**src/rtl/chess_clock_pkg.sv**
```systemverilog
// Shared state encoding, BCD digit limits and PRESET sanitising for the chess clock bank.
// Pure declarations; no logic of its own.
package chess_clock_pkg;

  typedef enum logic [1:0] {
    ST_IDLE    = 2'd0,
    ST_RUN     = 2'd1,
    ST_FLAGGED = 2'd2
  } state_e;

  localparam logic [3:0]  UNITS_MAX    = 4'd9;
  localparam logic [3:0]  SEC_TENS_MAX = 4'd5;
  localparam logic [15:0] SAT_TIME     = 16'h9959;

  function automatic logic [3:0] clamp_digit(input logic [3:0] d, input logic [3:0] lim);
    return (d > lim) ? lim : d;
  endfunction

  function automatic logic [15:0] clamp_preset(input logic [15:0] p);
    return {clamp_digit(p[15:12], UNITS_MAX), clamp_digit(p[11:8], UNITS_MAX),
            clamp_digit(p[7:4], SEC_TENS_MAX), clamp_digit(p[3:0], UNITS_MAX)};
  endfunction

endpackage

```
**src/rtl/bcd_mmss_step.sv**
```systemverilog
// One-second BCD mm:ss step (up or down) followed by a saturating bonus-second add.
// Purely combinational, 0-cycle latency.
module bcd_mmss_step
  import chess_clock_pkg::*;
(
  input  logic [15:0] time_i,
  input  logic        tick_i,
  input  logic        up_i,
  input  logic [15:0] limit_i,
  input  logic [5:0]  add_sec_i,
  output logic [15:0] ticked_o,
  output logic        term_o,
  output logic [15:0] bumped_o
);

  logic [3:0]  mt, mu, st, su;
  logic [12:0] secs, sum;
  logic [6:0]  mins;
  logic [5:0]  rem;

  always_comb begin
    {mt, mu, st, su} = time_i;
    if (tick_i && up_i && (time_i != SAT_TIME)) begin
      if (su < UNITS_MAX) su = su + 4'd1;
      else begin
        su = 4'd0;
        if (st < SEC_TENS_MAX) st = st + 4'd1;
        else begin
          st = 4'd0;
          if (mu < UNITS_MAX) mu = mu + 4'd1;
          else begin
            mu = 4'd0;
            mt = mt + 4'd1;
          end
        end
      end
    end else if (tick_i && !up_i && (time_i != 16'h0000)) begin
      if (su != 4'd0) su = su - 4'd1;
      else begin
        su = UNITS_MAX;
        if (st != 4'd0) st = st - 4'd1;
        else begin
          st = SEC_TENS_MAX;
          if (mu != 4'd0) mu = mu - 4'd1;
          else begin
            mu = UNITS_MAX;
            mt = mt - 4'd1;
          end
        end
      end
    end
    ticked_o = {mt, mu, st, su};
    term_o   = up_i ? (ticked_o == limit_i) : (ticked_o == 16'h0000);

    // Bonus is added in binary seconds so the saturation test is a single compare.
    secs = 13'(mt) * 13'd600 + 13'(mu) * 13'd60 + 13'(st) * 13'd10 + 13'(su);
    sum  = secs + 13'(add_sec_i);
    mins = 7'(sum / 13'd60);
    rem  = 6'(sum % 13'd60);
    if (sum > 13'd5999) bumped_o = SAT_TIME;
    else bumped_o = {4'(mins / 7'd10), 4'(mins % 7'd10), 4'(rem / 6'd10), 4'(rem % 6'd10)};
  end

endmodule

```
**src/rtl/chess_clock_bank.sv**
```systemverilog
// Multi-player BCD chess clock: runs the active player's timer on IMPULSE, flags time-out.
// State, ACTIVE and FLAG update on one edge; display outputs are a 0-cycle mux of the timers.
module chess_clock_bank
  import chess_clock_pkg::*;
#(
  parameter int N_PLAYERS  = 2,
  parameter int COUNT_DOWN = 1,
  parameter int INC_SEC    = 0
) (
  input  logic                         CLK,
  input  logic                         CLR,
  input  logic                         CE,
  input  logic                         IMPULSE,
  input  logic                         LOAD,
  input  logic [15:0]                  PRESET,
  input  logic                         START,
  input  logic                         SWITCH,
  input  logic [$clog2(N_PLAYERS)-1:0] DISP_SEL,
  output logic [3:0]                   min_tens,
  output logic [3:0]                   min_units,
  output logic [3:0]                   sec_tens,
  output logic [3:0]                   sec_units,
  output logic [$clog2(N_PLAYERS)-1:0] ACTIVE,
  output logic                         RUNNING,
  output logic [N_PLAYERS-1:0]         FLAG
);

  localparam int         AW      = $clog2(N_PLAYERS);
  localparam logic [5:0] ADD_SEC = (COUNT_DOWN != 0) ? 6'(INC_SEC) : 6'd0;

  state_e               state_q, state_d;
  logic [15:0]          timer_q [N_PLAYERS];
  logic [15:0]          limit_q;
  logic [AW-1:0]        active_q;
  logic [N_PLAYERS-1:0] flag_q;

  logic [15:0] cur_time, ticked, bumped, disp_time;
  logic        tick, term, switch_ok, flag_now;

  assign cur_time = timer_q[active_q];
  assign tick     = (state_q == ST_RUN) && IMPULSE && CE;
  // A tick that lands on the terminal value swallows a same-cycle SWITCH.
  assign switch_ok = (state_q == ST_RUN) && SWITCH && !(tick && term);
  assign flag_now  = ((state_q == ST_RUN) && tick && term) ||
                     ((state_q == ST_IDLE) && START && term);

  bcd_mmss_step u_step (
    .time_i   (cur_time),
    .tick_i   (tick),
    .up_i     (COUNT_DOWN == 0),
    .limit_i  (limit_q),
    .add_sec_i(ADD_SEC),
    .ticked_o (ticked),
    .term_o   (term),
    .bumped_o (bumped)
  );

  always_ff @(posedge CLK or posedge CLR) begin
    if (CLR) state_q <= ST_IDLE;
    else     state_q <= state_d;
  end

  always_comb begin
    state_d = state_q;
    if (LOAD) state_d = ST_IDLE;
    else begin
      case (state_q)
        ST_IDLE:    if (START) state_d = term ? ST_FLAGGED : ST_RUN;
        ST_RUN:     if (tick && term) state_d = ST_FLAGGED;
        ST_FLAGGED: state_d = ST_FLAGGED;
        default:    state_d = ST_IDLE;
      endcase
    end
  end

  always_comb begin
    RUNNING   = (state_q == ST_RUN);
    disp_time = 16'h0000;
    if (int'(DISP_SEL) < N_PLAYERS) disp_time = timer_q[DISP_SEL];
  end

  assign {min_tens, min_units, sec_tens, sec_units} = disp_time;
  assign ACTIVE = active_q;
  assign FLAG   = flag_q;

  always_ff @(posedge CLK or posedge CLR) begin
    if (CLR) begin
      for (int i = 0; i < N_PLAYERS; i++) timer_q[i] <= 16'h0000;
      limit_q  <= 16'h0000;
      active_q <= '0;
      flag_q   <= '0;
    end else if (LOAD) begin
      for (int i = 0; i < N_PLAYERS; i++)
        timer_q[i] <= (COUNT_DOWN != 0) ? clamp_preset(PRESET) : 16'h0000;
      limit_q  <= clamp_preset(PRESET);
      active_q <= '0;
      flag_q   <= '0;
    end else begin
      if (tick || switch_ok) timer_q[active_q] <= switch_ok ? bumped : ticked;
      if (switch_ok)
        active_q <= (active_q == AW'(N_PLAYERS - 1)) ? '0 : active_q + AW'(1);
      if (flag_now) flag_q[active_q] <= 1'b1;
    end
  end

endmodule
```
**config.mk**
```make
export PLATFORM = sky130hd
export DESIGN_NAME = chess_clock_bank
export DESIGN_NICKNAME = d
export VERILOG_FILES = /design/src/rtl/chess_clock_pkg.sv /design/src/rtl/bcd_mmss_step.sv /design/src/rtl/chess_clock_bank.sv
export SDC_FILE = /design/constraint.sdc
export NUM_CORES = 1
export LEC_CHECK = 0
export CORE_MARGIN = 4
export CORE_UTILIZATION = 55
export CTS_BUF_LIST = sky130_fd_sc_hd__clkbuf_16
export DETAILED_ROUTE_END_ITERATION = 10
export PLACE_DENSITY_LB_ADDON = 0.1
export SYNTH_ARGS = -nofsm -noshare
export SYNTH_HDL_FRONTEND = slang
export SYNTH_HIERARCHICAL = 1
export SYNTH_SLANG_ARGS = --single-unit
```
**constraint.sdc**
```tcl
create_clock -name CLK -period 30.5 [get_ports CLK]
set_input_delay 7.625 -clock CLK [delete_from_list [all_inputs] [get_ports CLK]]
set_output_delay 7.625 -clock CLK [all_outputs]
set_load 0.03 [all_outputs]
```
==> impl_metrics.env <==
export IMPL_antenna_found_initial=0
export IMPL_rsz0062_at_grt="no"
export IMPL_num_vias=7592
export IMPL_end_kind="register"
export IMPL_path_class="in2reg"
export IMPL_grt_pass1_wl_mm=35.78
export IMPL_ys_seq_area_frac=0.1625
export IMPL_clk_latency_ps=300
export IMPL_grt_max_degree=54
export IMPL_fin_area_sq_mm=0.008906
export IMPL_cts_tree="yes"
export IMPL_syn2layout_area_growth_pct=9.138
export IMPL_slew_headroom=0.2925
export IMPL_syn_inst=1008
export IMPL_cts_resized=0
export IMPL_rows=44
export IMPL_io_buffers=43
export IMPL_dp_worst_setup_slack_ps=9119
export IMPL_drive_gt1_frac=0.09065
export IMPL_ys_warn_count=6
export IMPL_slew_viol_final=0
export IMPL_first_global_vias=7071
export IMPL_status="completed"
export IMPL_clock_sinks=53
export IMPL_tightest_slew_ps=1060
export IMPL_pin_count=44
export IMPL_synth_edf_count=0
export IMPL_postRouteAntennaNets=0
export IMPL_crit_fanout=13
export IMPL_synth_top_family_by_area="compound AO/OA/AOI/OAI gates"
export IMPL_post_cts_buffers=0
export IMPL_layout_common_cells="inv_1, nand2_1, o21ai_0"
export IMPL_synth_fa_ha_area_frac=0.1762
export IMPL_cp_start_kind="primary input"
export IMPL_initial_core_util=0.5615
export IMPL_drv_cap=0
export IMPL_nets=1173
export IMPL_gr_usage_all_layers=0.2626
export IMPL_synth_xor_area_share=0.06225
export IMPL_hp_class="reg2reg"
export IMPL_post_dp_cell_area_sq_mm=0.008760
export IMPL_dp_hpwl_mm=17.26
export IMPL_place_gp_congestion=0.9466
export IMPL_wl_mm=22.26
export IMPL_yosysUniqueCellTypes=111
export IMPL_arrival_ps=21310
export IMPL_vias_per_cell=6.162
export IMPL_cts_hold_buf=0
export IMPL_die_area_sq_mm=0.01685
export IMPL_fin_skew_ps=6.976
export IMPL_cpMaxStageDelayCell="o311ai_2"
export IMPL_drtPass1Iterations=6
export IMPL_max_freq_ghz=0.04735
export IMPL_fp_coreArea_sq_mm=0.01453
export IMPL_ys_async_sr_fraction=1.000
export IMPL_wl_per_cell_um=18.07
export IMPL_final_common_cell="inv_1"
export IMPL_fin_ws_ps=9382
export IMPL_fp_dieH_um=129.8
export IMPL_route_detailed_drc=0
export IMPL_cts_htree_levels=2
export IMPL_startpoint="CE"
export IMPL_synth_compound_area_frac=0.2703
export IMPL_worst_path_most_repeated_cell="ha_1"
export IMPL_r2r_start="ACTIVE"
export IMPL_syn_avg_cell_area_sq_um=8.096
export IMPL_antenna_cells=0
export IMPL_synth_seq_cells=53
export IMPL_synth_simple_gate_area_share=0.2022
export IMPL_fp_dieW_um=129.8
export IMPL_hold_viol=0
export IMPL_setup_viol=0
export IMPL_grt_ovfl_total=0
export IMPL_period_needed_ps=21120
export IMPL_cts_made_buffers=5
export IMPL_worstPathRequired_ps=30700
export IMPL_post_route_period_util=0.6924
export IMPL_drt_iter0_markers=682
export IMPL_finalSetupTns_ps=0
export IMPL_worstHoldStart="FLAG[0]"
export IMPL_clk_pin_slew_ps=70
export IMPL_max_stage_delay_ps=880
export IMPL_clock_root_buffer="clkbuf_16"
export IMPL_synth_mux_area_frac=0.04952
export IMPL_synth_main_ff_cell="dfrtp_1"
export IMPL_syn_area_sq_mm=0.008160
export IMPL_clockBufferDepth=2
## sequential cells by signal (all words and copies together) (netlist names)
register	count
ACTIVE	1
limit_q	16
timer_q	32
FLAG	2
state_q	2
## per-stage QoR
step	hold WS, ps	instances	utilization
detailed placement	506.9	1224	0.6027
finish	521.8	1232	0.6128
CTS	518.0	1232	0.6128
global route	567.6	1232	0.6128
floorplan	485.1	1018	-
global placement	485.4	1224	0.6027
## final timing paths
check / to / slack, ps / depth (start not counted)
max: timer_q[10] / 9380 / 48
min: FLAG[0] / 520 / 2
max reg2reg: timer_q[10] / 15590 / 51
min reg2reg: FLAG[0] / 520 / 2
max in group asynchronous: timer_q[24] / 22210 / 3
min in group asynchronous: ACTIVE / 7820 / 3
## layout make-up
class                      count  area (sq um)
inverter                     111         416.7
clock buffer                   5         125.1
clock inverter                 3         21.27
tap                          184         230.2
sequential                    53          1326
timing repair buffer          57         535.5
multi-input combinational    819          6251
fill                        1352          5628
## synth_stat cells, drive strengths merged (14+ instances only)
cell type | count | area [sq um]
nand2b | 16 | 102.6
xnor2 | 35 | 314.1
o21a | 14 | 106.4
xor2 | 14 | 122.6
a21oi | 49 | 267.8
o21ai | 88 | 440.4
a211oi | 22 | 210.2
nand3 | 20 | 110.1
mux2i | 25 | 254.0
dfrtp | 53 | 1326
nor3 | 29 | 155.2
clkbuf | 15 | 57.55
buf | 20 | 146.4
nor2 | 69 | 276.5
o221ai | 30 | 262.8
fa | 20 | 400.4
inv | 110 | 412.9
ha | 82 | 1026
nand2 | 87 | 329.1
## per-layer routing
metal	track usage	wire length, um
met5	0	0
met4	0.06296	520
met3	0.03397	1378
met2	0.4337	10170
met1	0.3672	10190
## worst max-delay path, delay by kind of cell
family	cells	cell delay, ps
xor+xnor	3	930
simple gates	12	2880
buf+inv	6	910
compound gates	15	4820
fa+ha+maj	9	3270
mux	3	850
## cell families (layout without fill, tap and decap cells)
kind of cell               Yosys count  in the layout
muxes                               38             38
buffers and inverters              146            176
DFF                                 53             53
AOI/OAI and AO/OA                  307            307
xor gates and xnor gates            52             52
and+or+nand+nor                    307            307
adders and majority gates          103            103
other                                2             12
Power is left out: the tool's default activity adds up to more than one toggle a clock period on the data nets, which glitch-free logic cannot reach.
